`src/rtl/jesd_clk_div_bank.sv`:
```
// jesd_clk_div_bank: bank of runtime-programmable clock dividers for the
// JESD204 link layer. Each channel has its own ratio, phase and enable.
// New settings are held in a shadow register and take effect at a period
// boundary, so no runt pulse is produced. A SYSREF-style sync realigns all
// channels, and lock flags report channels that have run clean for a while.
module jesd_clk_div_bank #(
    parameter int                NUM_CH       = 4,
    parameter int                DIV_W        = 8,
    parameter int                DEFAULT_DIV  = 2,
    parameter logic [NUM_CH-1:0] DEFAULT_EN   = {NUM_CH{1'b1}},
    parameter int                LOCK_PERIODS = 4,
    localparam int               CH_W         = (NUM_CH > 1) ? $clog2(NUM_CH) : 1
) (
    input  logic              clk_in,
    input  logic              reset,
    input  logic              cfg_valid,
    output logic              cfg_ready,
    input  logic [CH_W-1:0]   cfg_ch,
    input  logic [DIV_W-1:0]  cfg_div,
    input  logic [DIV_W-1:0]  cfg_phase,
    input  logic              cfg_en,
    output logic              cfg_err,
    input  logic              sync_req,
    output logic [NUM_CH-1:0] clk_out,
    output logic [NUM_CH-1:0] tick,
    output logic [NUM_CH-1:0] ch_locked,
    output logic              all_locked
);

    localparam int               LK_W     = (LOCK_PERIODS > 1) ? $clog2(LOCK_PERIODS + 1) : 1;
    localparam logic [LK_W-1:0]  LOCK_MAX = LK_W'(LOCK_PERIODS);
    localparam logic [DIV_W-1:0] DIV_RST  = DIV_W'(DEFAULT_DIV);
    localparam logic [DIV_W-1:0] DIV_MIN  = DIV_W'(2);

    // Ratios below 2 cannot produce a clock; they are raised to 2.
    function automatic logic [DIV_W-1:0] clamp_div(input logic [DIV_W-1:0] d);
        return (d < DIV_MIN) ? DIV_MIN : d;
    endfunction

    // A phase must be a legal counter value for the (already clamped) ratio.
    function automatic logic [DIV_W-1:0] clamp_phase(input logic [DIV_W-1:0] p,
                                                      input logic [DIV_W-1:0] d);
        return (p >= d) ? (d - 1'b1) : p;
    endfunction

    // Period counter for lock detection saturates at the lock threshold.
    function automatic logic [LK_W-1:0] lock_inc(input logic [LK_W-1:0] c);
        return (c >= LOCK_MAX) ? LOCK_MAX : (c + 1'b1);
    endfunction

    // Active configuration
    logic [DIV_W-1:0]  div_q      [NUM_CH];
    logic [DIV_W-1:0]  div_d      [NUM_CH];
    logic [DIV_W-1:0]  phase_q    [NUM_CH];
    logic [DIV_W-1:0]  phase_d    [NUM_CH];
    logic [NUM_CH-1:0] en_q, en_d;

    // Shadow configuration awaiting a period boundary
    logic [DIV_W-1:0]  sh_div_q   [NUM_CH];
    logic [DIV_W-1:0]  sh_div_d   [NUM_CH];
    logic [DIV_W-1:0]  sh_phase_q [NUM_CH];
    logic [DIV_W-1:0]  sh_phase_d [NUM_CH];
    logic [NUM_CH-1:0] sh_en_q, sh_en_d;
    logic [NUM_CH-1:0] pend_q, pend_d;

    // Counters and registered outputs
    logic [DIV_W-1:0]  cnt_q      [NUM_CH];
    logic [DIV_W-1:0]  cnt_d      [NUM_CH];
    logic [LK_W-1:0]   lock_q     [NUM_CH];
    logic [LK_W-1:0]   lock_d     [NUM_CH];
    logic [NUM_CH-1:0] clk_out_q, clk_out_d;
    logic [NUM_CH-1:0] tick_q, tick_d;
    logic              cfg_err_q, cfg_err_d;

    // Request decode
    logic [NUM_CH-1:0] ch_hit;
    logic              accept;
    logic [DIV_W-1:0]  new_div;
    logic [DIV_W-1:0]  new_phase;
    logic [NUM_CH-1:0] wrap;
    logic [NUM_CH-1:0] apply;

    // One-hot decode of the target channel; all zero when it is out of range.
    always_comb begin
        ch_hit = '0;
        for (int i = 0; i < NUM_CH; i++) begin
            ch_hit[i] = (cfg_ch == CH_W'(i));
        end
    end

    // Handshake: a channel takes a new request only once its shadow is free;
    // out-of-range requests are always taken so they can be flagged.
    always_comb begin
        cfg_ready = ~|(ch_hit & pend_q);
        accept    = cfg_valid && cfg_ready;
        new_div   = clamp_div(cfg_div);
        new_phase = clamp_phase(cfg_phase, new_div);
    end

    // Period boundary detection and the decision to switch to the shadow config.
    // A disabled channel has no period to finish, so it switches right away;
    // a sync also forces the switch so all channels realign on the new settings.
    always_comb begin
        for (int i = 0; i < NUM_CH; i++) begin
            wrap[i]  = en_q[i] && (cnt_q[i] == (div_q[i] - 1'b1));
            apply[i] = pend_q[i] && (sync_req || !en_q[i] || wrap[i]);
        end
    end

    // Next-state for every channel: apply beats sync beats normal counting.
    always_comb begin
        cfg_err_d = accept && !(|ch_hit);
        for (int i = 0; i < NUM_CH; i++) begin
            div_d[i]      = div_q[i];
            phase_d[i]    = phase_q[i];
            en_d[i]       = en_q[i];
            sh_div_d[i]   = sh_div_q[i];
            sh_phase_d[i] = sh_phase_q[i];
            sh_en_d[i]    = sh_en_q[i];
            pend_d[i]     = pend_q[i];
            cnt_d[i]      = cnt_q[i];
            lock_d[i]     = lock_q[i];
            clk_out_d[i]  = en_q[i] && (cnt_q[i] < (div_q[i] >> 1));
            tick_d[i]     = en_q[i] && (cnt_q[i] == '0);

            if (apply[i]) begin
                div_d[i]   = sh_div_q[i];
                phase_d[i] = sh_phase_q[i];
                en_d[i]    = sh_en_q[i];
                cnt_d[i]   = sh_en_q[i] ? sh_phase_q[i] : '0;
                lock_d[i]  = '0;
                pend_d[i]  = 1'b0;
            end else if (!en_q[i]) begin
                cnt_d[i]  = '0;
                lock_d[i] = '0;
            end else if (sync_req) begin
                cnt_d[i]  = phase_q[i];
                lock_d[i] = '0;
            end else if (wrap[i]) begin
                cnt_d[i]  = '0;
                lock_d[i] = lock_inc(lock_q[i]);
            end else begin
                cnt_d[i] = cnt_q[i] + 1'b1;
            end

            // The shadow is free whenever a request is accepted for this channel,
            // so capturing here never collides with the apply above.
            if (accept && ch_hit[i]) begin
                sh_div_d[i]   = new_div;
                sh_phase_d[i] = new_phase;
                sh_en_d[i]    = cfg_en;
                pend_d[i]     = 1'b1;
            end
        end
    end

    // State registers; reset discards any pending request.
    always_ff @(posedge clk_in or posedge reset) begin
        if (reset) begin
            for (int i = 0; i < NUM_CH; i++) begin
                div_q[i]      <= DIV_RST;
                phase_q[i]    <= '0;
                sh_div_q[i]   <= DIV_RST;
                sh_phase_q[i] <= '0;
                cnt_q[i]      <= '0;
                lock_q[i]     <= '0;
            end
            en_q      <= DEFAULT_EN;
            sh_en_q   <= DEFAULT_EN;
            pend_q    <= '0;
            clk_out_q <= '0;
            tick_q    <= '0;
            cfg_err_q <= 1'b0;
        end else begin
            for (int i = 0; i < NUM_CH; i++) begin
                div_q[i]      <= div_d[i];
                phase_q[i]    <= phase_d[i];
                sh_div_q[i]   <= sh_div_d[i];
                sh_phase_q[i] <= sh_phase_d[i];
                cnt_q[i]      <= cnt_d[i];
                lock_q[i]     <= lock_d[i];
            end
            en_q      <= en_d;
            sh_en_q   <= sh_en_d;
            pend_q    <= pend_d;
            clk_out_q <= clk_out_d;
            tick_q    <= tick_d;
            cfg_err_q <= cfg_err_d;
        end
    end

    // Lock flags come straight from registers; a disabled channel holds its
    // lock counter at zero, and all_locked ignores disabled channels.
    always_comb begin
        for (int i = 0; i < NUM_CH; i++) begin
            ch_locked[i] = (lock_q[i] == LOCK_MAX);
        end
        all_locked = (|en_q) && (&(ch_locked | ~en_q));
    end

    assign clk_out = clk_out_q;
    assign tick    = tick_q;
    assign cfg_err = cfg_err_q;

endmodule
```
`config.mk`:
```
export PLATFORM = sky130hd
export DESIGN_NAME = jesd_clk_div_bank
export DESIGN_NICKNAME = d
export VERILOG_FILES = /design/src/rtl/jesd_clk_div_bank.sv
export SDC_FILE = /design/constraint.sdc
export NUM_CORES = 1
export LEC_CHECK = 0
export ABC_AREA = 0
export CORE_MARGIN = 8
export CORE_UTILIZATION = 56
export CTS_CLUSTER_SIZE = 30
export DETAILED_ROUTE_END_ITERATION = 6
export PLACE_DENSITY = 0.86
export SLEW_MARGIN = 10
export SYNTH_ARGS = -nofsm -noshare
export SYNTH_HDL_FRONTEND = slang
export SYNTH_SLANG_ARGS = --single-unit
```
`constraint.sdc`:
```
create_clock -name clk_in -period 6.25 [get_ports clk_in]
set_input_delay 0.625 -clock clk_in [delete_from_list [all_inputs] [get_ports clk_in]]
set_output_delay 0.625 -clock clk_in [all_outputs]
set_load 0.01 [all_outputs]
```
==> results of run 1 <==
==> cell type report <==
class / count / area [sq um]
inverter: 65 / 251
sequential: 193 / 4850
clock buffer: 18 / 429
fill: 1312 / 6620
clock inverter: 13 / 185
timing repair buffer: 41 / 400
multi-input combinational: 670 / 5000
tap: 229 / 287
==> final timing paths <==
| path | start | to | slack [ns] |
|---|---|---|---|
| setup / recovery | cfg_div[4] | sh_phase_q[31] | 2.02 |
| hold / removal | sh_div_q[27] | sh_div_q[27] | 0.48 |
| setup reg to reg | div_q[25] | div_q[24] | 2.81 |
| hold reg to reg | sh_div_q[27] | sh_div_q[27] | 0.48 |
| max in group asynchronous | reset | tick[2] | 4.27 |
| min in group asynchronous | reset | tick[0] | 0.78 |
==> worst register-to-register path, delay by kind of cell (launching register included) <==
kind	cells	cell delay [ns]
fa+ha+maj	1	0.22
mux	1	0.28
compound gates	5	1.88
flops	1	0.58
buf+inv	2	0.37
==> Yosys cell counts, drive strengths merged, types with 5 or more instances <==
cell / n / area [sq um]
or4: 6 / 45.0
nor2: 27 / 106
nand2b: 12 / 75.1
nor3: 18 / 95.1
dfrtp: 177 / 4430
ha: 53 / 663
nand3: 34 / 170
o211ai: 8 / 60.1
dfstp: 16 / 420
mux2i: 26 / 260
a31oi: 6 / 37.5
buf: 14 / 88.8
a221o: 5 / 50.1
xor2: 30 / 263
clkbuf: 33 / 134
nor4b: 6 / 52.6
a21oi: 18 / 90.1
mux2: 70 / 826
nor4: 7 / 50.1
and2: 6 / 37.5
o21ai: 77 / 404
a211oi: 8 / 60.1
nand2: 102 / 385
xnor2: 34 / 298
inv: 64 / 240
a21o: 19 / 143
a32oi: 15 / 131
and3: 14 / 88.8
a211o: 6 / 52.6
o2111ai: 7 / 61.3
==> through the flow <==
step / instance area, sq um / total power, uW
after global placement: 10800 / 3870
after floorplan: 10300 / 3510
after CTS: 11400 / 5140
after global routing: 11400 / 5470
final: 11400 / 5140
after detailed placement: 10800 / 3980
==> registers in the layout (all words and copies together), names as in the netlist <==
register,cells
sh_phase_q,32
pend_q,4
en_q,4
cfg_err,1
cnt_q,32
tick,4
sh_en_q,4
lock_q,12
clk_out,4
sh_div_q,32
div_q,32
phase_q,32
==> logic make-up (layout without fill, tap and decap cells) <==
kind of cell | Yosys count | in the layout | share of synthesized area [%]
adders and majority gates | 53 | 53 | 6.43
and+or+nand+nor | 256 | 256 | 12.5
xor gates and xnor gates | 64 | 64 | 5.43
other | 1 | 1 | 0.0363
buffers and inverters | 112 | 137 | 4.52
AOI/OAI and AO/OA | 200 | 200 | 13.6
DFF | 193 | 193 | 47.0
muxes | 96 | 96 | 10.5
==> power groups by stage <==
stage | logic, uW | registers (uW) | clock network [uW]
floorplan | 1510 | 2000 | 0
global placement | 1660 | 2220 | 0
detailed placement | 1740 | 2240 | 0
CTS | 1760 | 2220 | 1160
global route | 1960 | 2300 | 1210
finish | 1750 | 2240 | 1150
==> routing by layer <==
metal  track usage (%)  vias up  part of all wire, %  wire [um]
met4              10.2        0                  3.4        799
met3              4.69       52                  5.7       1340
li1                  -     3482                    -          -
met5                 0        -                    0          0
met2              34.9      238                   49      11700
met1              26.8     3755                   42       9900
==> metrics.csv, run 1 <==
metric;value;unit
Clock transition at path regs;0.07;ns
CTS max path bufs;2;
routed len/inst;19.3;um
Setup CP Type;primary input to flop;
Setup Skew;0.0117;ns
first-pass GRT wire length;38500;um
CTS HTree Levels;4;
initial DRC count;644;
clock network power share;22.3;%
peak supply drop;256;uV
asr flop ratio synth;100;%
Seq cells post-synth;193;
post-synth cell types;75;
MaxCap Viol Count;0;
Critical path buffers and inverters;3;
post-cts sizing count;0;
final hold vios;0;
Slew Limit Fails;0;
Critical Path Stages;13;
I/O pins;38;
Mean Syn Cell Area;10.6;sq um
Most Frequent Cell on Critical Path;inv_1;
routed vias/inst;6.12;
Worst-Skew Late Latency;0.44;ns
period utilization;67.7;%
net count after synthesis;1051;
DR pass1 iterations;5;
Post-CTS Hold Buffers;0;
FP Rows;49;
most common cell after layout, fill and taps aside;dfrtp_1;
final total negative setup slack;0;ns
sequential area share after synthesis;47.0;%
Root Driver;clkbuf_16;
core area;0.0180;sq mm
Tightest Pin Transition;1.22;ns
nature of the critical path endpoint;flop;
Critical Path Start Type;primary input;
Layout Utilization;63.3;%
CTS tree;built;
ANT cells;0;
Yosys warning total;0;
Routed Antenna Nets;0;
routability cong.;0.864;
Max Clock Freq;0.236;GHz
Vias;7527;
gr usage total;21.4;%
mapped cell area;0.0103;sq mm
RSZ-0062 raised after global routing;no;
post-layout min period;4.23;ns
PwrDens;451;mW/mm^2
vias in the first global route;7322;
drt drc;0;
antenna violations before repair;0;
WL final;23700;um
NetSw;1860;uW
Die X;152;um
pin count of the biggest net entering global routing;144;
Num CTS Buffers;17;
area delta synth->final;10.5;%
# clock sinks;193;
Hold Crit Class;flop to flop;
crit-path max cell delay;0.50;ns
Max-slew headroom;18.5;%
Arrival @ worst endpoint;4.50;ns
most frequent cells in the layout;dfrtp_1, nand2_1, o21ai_0;
WP data required;6.51;ns
crit path cell chain;clkdlybuf4s50_1 -> or3_1 -> nor4_1 -> inv_1 -> o21ai_1 -> inv_1 -> ha_1 -> nand2b_1 -> a21o_1 -> a211oi_1 -> o31a_1 -> mux2i_1 -> o21ai_0;
Nets;1064;
Die Area;0.0230;sq mm
total gr overflow;0;
Post-synth EDFFs;0;
hold path depth;2;
slowest stage cell on the critical path;o31a_1;
Reg power frac;43.5;%
final std cells w/o fill;1229;
Post-Place Cells;1198;
worst reg-to-reg path cell count;9;
sw frac;36.1;%
# Post-CTS Setup Buffers;0;
CP top delay family;compound AO/OA/AOI/OAI gates;
synthesized instance count;975;
share of cells above drive strength 1;14.5;%
port buffer count;37;
final setup violation count;0;
pre-CTS setup slack;1.60;ns
Starting Density;57.3;%
leakage power;0.00523;uW
DPL Wire Length;16500;um
Hold WS;0.481;ns
setup ws final;2.02;ns
die span in y;152;um
top_reg_cell synth;dfrtp_1;
Worst Path Max Fanout;8;
internal power;3290;uW
part of the power in combinational logic;34.1;%
status;finished clean;
(Power assumes the default switching activity.)
==> run 2, diff against run 1 <==
CORE_UTILIZATION = 57   (was 56)
PLACE_DENSITY = 0.84   (was 0.86)
clock period = 3.9 ns   (was 6.25 ns; I/O delays follow)
==> run 2 against run 1 <==
Net effect:
- clock skew shrank 0.0039 ns
- cell count grew 0.73%
- routed wire length rose by 0.16%
- die area fell by 1.6%
- critical path depth up 1
- core utilization increased by 0.91 points
- sequential share of layout area fell by 0.17 points
- combinational power grew 62%
- global-route usage is 0.35 points higher
- non-clock buffer count grew 8
- largest cell class unchanged
- largest power group unchanged
==> metrics.csv, run 2 (synthesis results as in run 1) <==
metric;value;unit
CTS max path bufs;2;
Hold WS;0.479;ns
final setup violation count;0;
Max-slew headroom;31.3;%
final hold vios;0;
Clock transition at path regs;0.07;ns
area delta synth->final;11.0;%
peak supply drop;371;uV
post-cts sizing count;0;
busiest grt layer;met2;
GR met1 Demand/Resource;26.9;%
port buffer count;37;
met3 usage;4.18;%
r2r setup slk;0.77;ns
Routed Antenna Nets;0;
hold path startpoint;sh_div_q[13];
routed len/inst;19.2;um
routed vias/inst;6.06;
WP data required;4.21;ns
Worst-Skew Late Latency;0.44;ns
gr usage total;21.8;%
drt drc;0;
met2 GRT Util;36.5;%
DPL Wire Length;16500;um
Nets;1072;
post-layout min period;3.22;ns
Critical Path Start Type;primary input;
vias in the first global route;7350;
most frequent cells in the layout;dfrtp_1, nand2_1, o21ai_0;
ANT cells;0;
capture point of the worst reg-to-reg path;phase_q[5];
Num CTS Buffers;17;
FP Rows;49;
reg2reg start;div_q[1];
core area;0.0178;sq mm
total gr overflow;0;
leakage power;0.00526;uW
Root Driver;clkbuf_16;
Setup CP Type;primary input to flop;
WL final;23700;um
Endpoint, Worst Hold;sh_div_q[13];
Tightest Pin Transition;1.03;ns
CTS HTree Levels;4;
die span in y;151;um
Vias;7500;
share of cells above drive strength 1;15.4;%
Arrival @ worst endpoint;3.53;ns
# Post-CTS Setup Buffers;0;
antenna violations before repair;0;
hold path depth;2;
most common cell after layout, fill and taps aside;dfrtp_1;
RSZ-0062 raised after global routing;no;
Post-CTS Hold Buffers;0;
initial DRC count;553;
# clock sinks;193;
routability cong.;0.836;
I/O pins;38;
Die Area;0.0227;sq mm
status;finished clean;
first-pass GRT wire length;38700;um
pin count of the biggest net entering global routing;68;
period utilization;82.6;%
Setup Skew;0.00779;ns
Worst Path Max Fanout;8;
MaxCap Viol Count;0;
CTS tree;built;
cell area after layout;0.0115;sq mm
Max Clock Freq;0.311;GHz
Slew Limit Fails;0;
DR pass1 iterations;5;
nature of the critical path endpoint;flop;
PwrDens;709;mW/mm^2
Hold Crit Class;flop to flop;
Area after DPL;0.0109;sq mm
Die X;151;um
worst reg-to-reg path cell count;8;
final total negative setup slack;0;ns
Starting Density;57.9;%
[run 2: layout make-up]
type,instances,area (sq um)
Inverter,65,248
Sequential cell,193,4850
Clock inverter,15,141
Fill cell,1328,6390
Clock buffer,17,425
Timing Repair Buffer,49,498
Tap cell,229,287
Multi-Input combinational cell,670,5000
[run 2: metal layers]
| layer | wire, um | vias up | share of wire, % |
|---|---|---|---|
| li1 | - | 3500 | - |
| met4 | 765 | 0 | 3.2 |
| met1 | 10100 | 3775 | 43 |
| met2 | 11700 | 166 | 49 |
| met5 | 0 | - | 0 |
| met3 | 1110 | 59 | 4.7 |
[run 2: worst max path at each step]
| stage | slack [ns] | start | endpoint | cells after the start |
|---|---|---|---|---|
| after global placement | 0.37 | cfg_div[4] | sh_phase_q[20] | 14 |
| after global routing | 0.46 | cfg_div[4] | sh_phase_q[23] | 14 |
| after detailed placement | 0.21 | cfg_div[4] | sh_phase_q[19] | 14 |
| after floorplan | 0.50 | cfg_div[4] | sh_phase_q[0] | 13 |
| after CTS | 0.69 | cfg_div[4] | sh_phase_q[19] | 14 |
| final | 0.68 | cfg_div[4] | sh_phase_q[2] | 14 |
[run 2: power by group]
group	switching (uW)	internal, uW
Clock	845	849
Combinational	1330	1500
Sequential	892	2700
Total	3060	5050
[run 2: through the flow]
| stage | setup WS, ns | util, % | cells | power (uW) |
|---|---|---|---|---|
| global placement | 0.372 | 61.0 | 1206 | 6220 |
| global route | 0.456 | 64.2 | 1238 | 8620 |
| CTS | 0.685 | 64.2 | 1238 | 8130 |
| finish | 0.680 | 64.2 | 1238 | 8120 |
| detailed placement | 0.206 | 61.0 | 1206 | 6380 |
| floorplan | 0.497 | - | 975 | 5630 |
[run 2: critical path, cell delays in order]
cell,delay (ns)
clkdlybuf4s50_1,0.45
or3_1,0.43
nor4_1,0.32
inv_1,0.08
o21ai_1,0.16
inv_1,0.06
ha_1,0.26
nand2b_1,0.14
a21o_1,0.17
a211oi_1,0.23
o31a_1,0.16
buf_4,0.19
mux2i_1,0.34
o21ai_0,0.13
==> run 3, diff against run 2 <==
clock period = 3.15 ns   (was 3.9 ns; I/O delays follow)
==> run 3 against run 2 <==
Net effect:
- combinational power increased by 25%
- final area is 1.9% higher
- clock-buffer cell count grew 2
- cell count grew 1.3%
- sequential share of layout area fell by 0.80 points
==> metrics.csv, run 3 (synthesis results as in run 1) <==
metric;value;unit
Worst Path Max Fanout;8;
RSZ-0062 raised after global routing;yes;
Nets;1088;
vias in the first global route;7654;
routed len/inst;19.3;um
slowest stage cell on the critical path;or3_1;
MaxCap Viol Count;0;
Routed Antenna Nets;0;
port buffer count;37;
post-layout min period;3.10;ns
Most Frequent Cell on Critical Path;inv_1;
Arrival @ worst endpoint;3.38;ns
total gr overflow;0;
gr usage total;22.0;%
final total negative setup slack;0;ns
final hold vios;0;
Max Clock Freq;0.323;GHz
Starting Density;57.9;%
cell area after layout;0.0117;sq mm
initial DRC count;516;
antenna violations before repair;0;
Worst-Skew Late Latency;0.44;ns
Slew Limit Fails;0;
peak supply drop;479;uV
drt drc;0;
I/O pins;38;
most common cell after layout, fill and taps aside;dfrtp_1;
pin count of the biggest net entering global routing;69;
Max-slew headroom;32.5;%
# clock sinks;193;
FP Rows;49;
post-cts sizing count;0;
Area after DPL;0.0110;sq mm
crit-path max cell delay;0.45;ns
nature of the critical path endpoint;flop;
CTS max path bufs;2;
share of cells above drive strength 1;17.5;%
Critical Path Start Type;primary input;
DR pass1 iterations;5;
PwrDens;881;mW/mm^2
Setup CP Type;primary input to flop;
area delta synth->final;13.1;%
# Post-CTS Setup Buffers;0;
Hold Crit Class;primary input to async pin;
period utilization;98.3;%
Hold WS;0.258;ns
DPL Wire Length;17200;um
CTS tree;built;
Die Area;0.0227;sq mm
Die X;151;um
CTS HTree Levels;4;
Tightest Pin Transition;1.00;ns
die span in y;151;um
leakage power;0.00533;uW
CP top delay family;compound AO/OA/AOI/OAI gates;
final std cells w/o fill;1254;
Critical path buffers and inverters;4;
crit path cell chain;clkdlybuf4s50_1 -> or3_1 -> nor4_4 -> inv_1 -> o21ai_1 -> inv_1 -> ha_1 -> nand2b_1 -> a21o_1 -> a211oi_1 -> o31a_1 -> buf_12 -> mux2i_2 -> o21ai_0;
Post-CTS Hold Buffers;0;
core area;0.0178;sq mm
Root Driver;clkbuf_16;
Clock transition at path regs;0.07;ns
routability cong.;0.850;
first-pass GRT wire length;38900;um
Num CTS Buffers;17;
final setup violation count;0;
status;finished clean;
WL final;24200;um
most frequent cells in the layout;dfrtp_1, nand2_1, o21ai_0;
Vias;7721;
Post-Place Cells;1222;
routed vias/inst;6.16;
ANT cells;0;
Setup Skew;0.00938;ns
WP data required;3.44;ns
==> run 3: report_power, final <==
part / internal [uW] / total (uW) / switching, uW
clock: 1300 / 2290 / 984
sequential: 3340 / 4440 / 1100
combinational: 1900 / 3550 / 1660
total: 6540 / 10300 / 3740
==> run 3: worst reg2reg max path, stage by stage, from the launching register on <==
cell	delay, ns
dfstp_2	0.59
inv_1	0.06
ha_1	0.28
xor2_1	0.15
nand3_1	0.11
or4b_4	0.54
a2111oi_4	0.46
o21ai_4	0.27
mux2_4	0.38
==> run 3: final timing paths <==
path                       depth (start not counted)  slack, ns        start       endpoint
max                                               14       0.05   cfg_div[4]  sh_phase_q[8]
min                                                2       0.26        reset     clk_out[0]
max reg2reg                                        8       0.20     div_q[1]     phase_q[0]
min reg2reg                                        2       0.48  sh_div_q[6]    sh_div_q[6]
max in group asynchronous                          3       2.09        reset        en_q[1]
min in group clk_in                                2       0.48  sh_div_q[6]    sh_div_q[6]
==> run 3: metal layers <==
layer	up-vias	share of wire [%]	routed length [um]	track usage, %
met3	69	5.4	1310	4.27
met5	-	0	0	0
met1	3889	41	10000	26.9
li1	3527	-	-	-
met4	0	3.4	833	10.9
met2	236	50	12000	36.5
==> run 3: metrics by stage <==
stage	utilization, %	setup WS (ns)	power (uW)
finish	65.4	0.0541	10300
global route	65.4	-0.0720	10900
CTS	65.2	0.0786	10300
detailed placement	61.7	-0.326	7960
global placement	61.7	-0.155	7730
floorplan	-	0.109	6970
==> run 3: layout make-up <==
cell class	count	area, sq um
Sequential cell	193	4850
Clock inverter	13	173
Clock buffer	19	453
Timing Repair Buffer	65	618
Tap cell	229	287
Inverter	65	248
Fill cell	1282	6170
Multi-Input combinational cell	670	5050
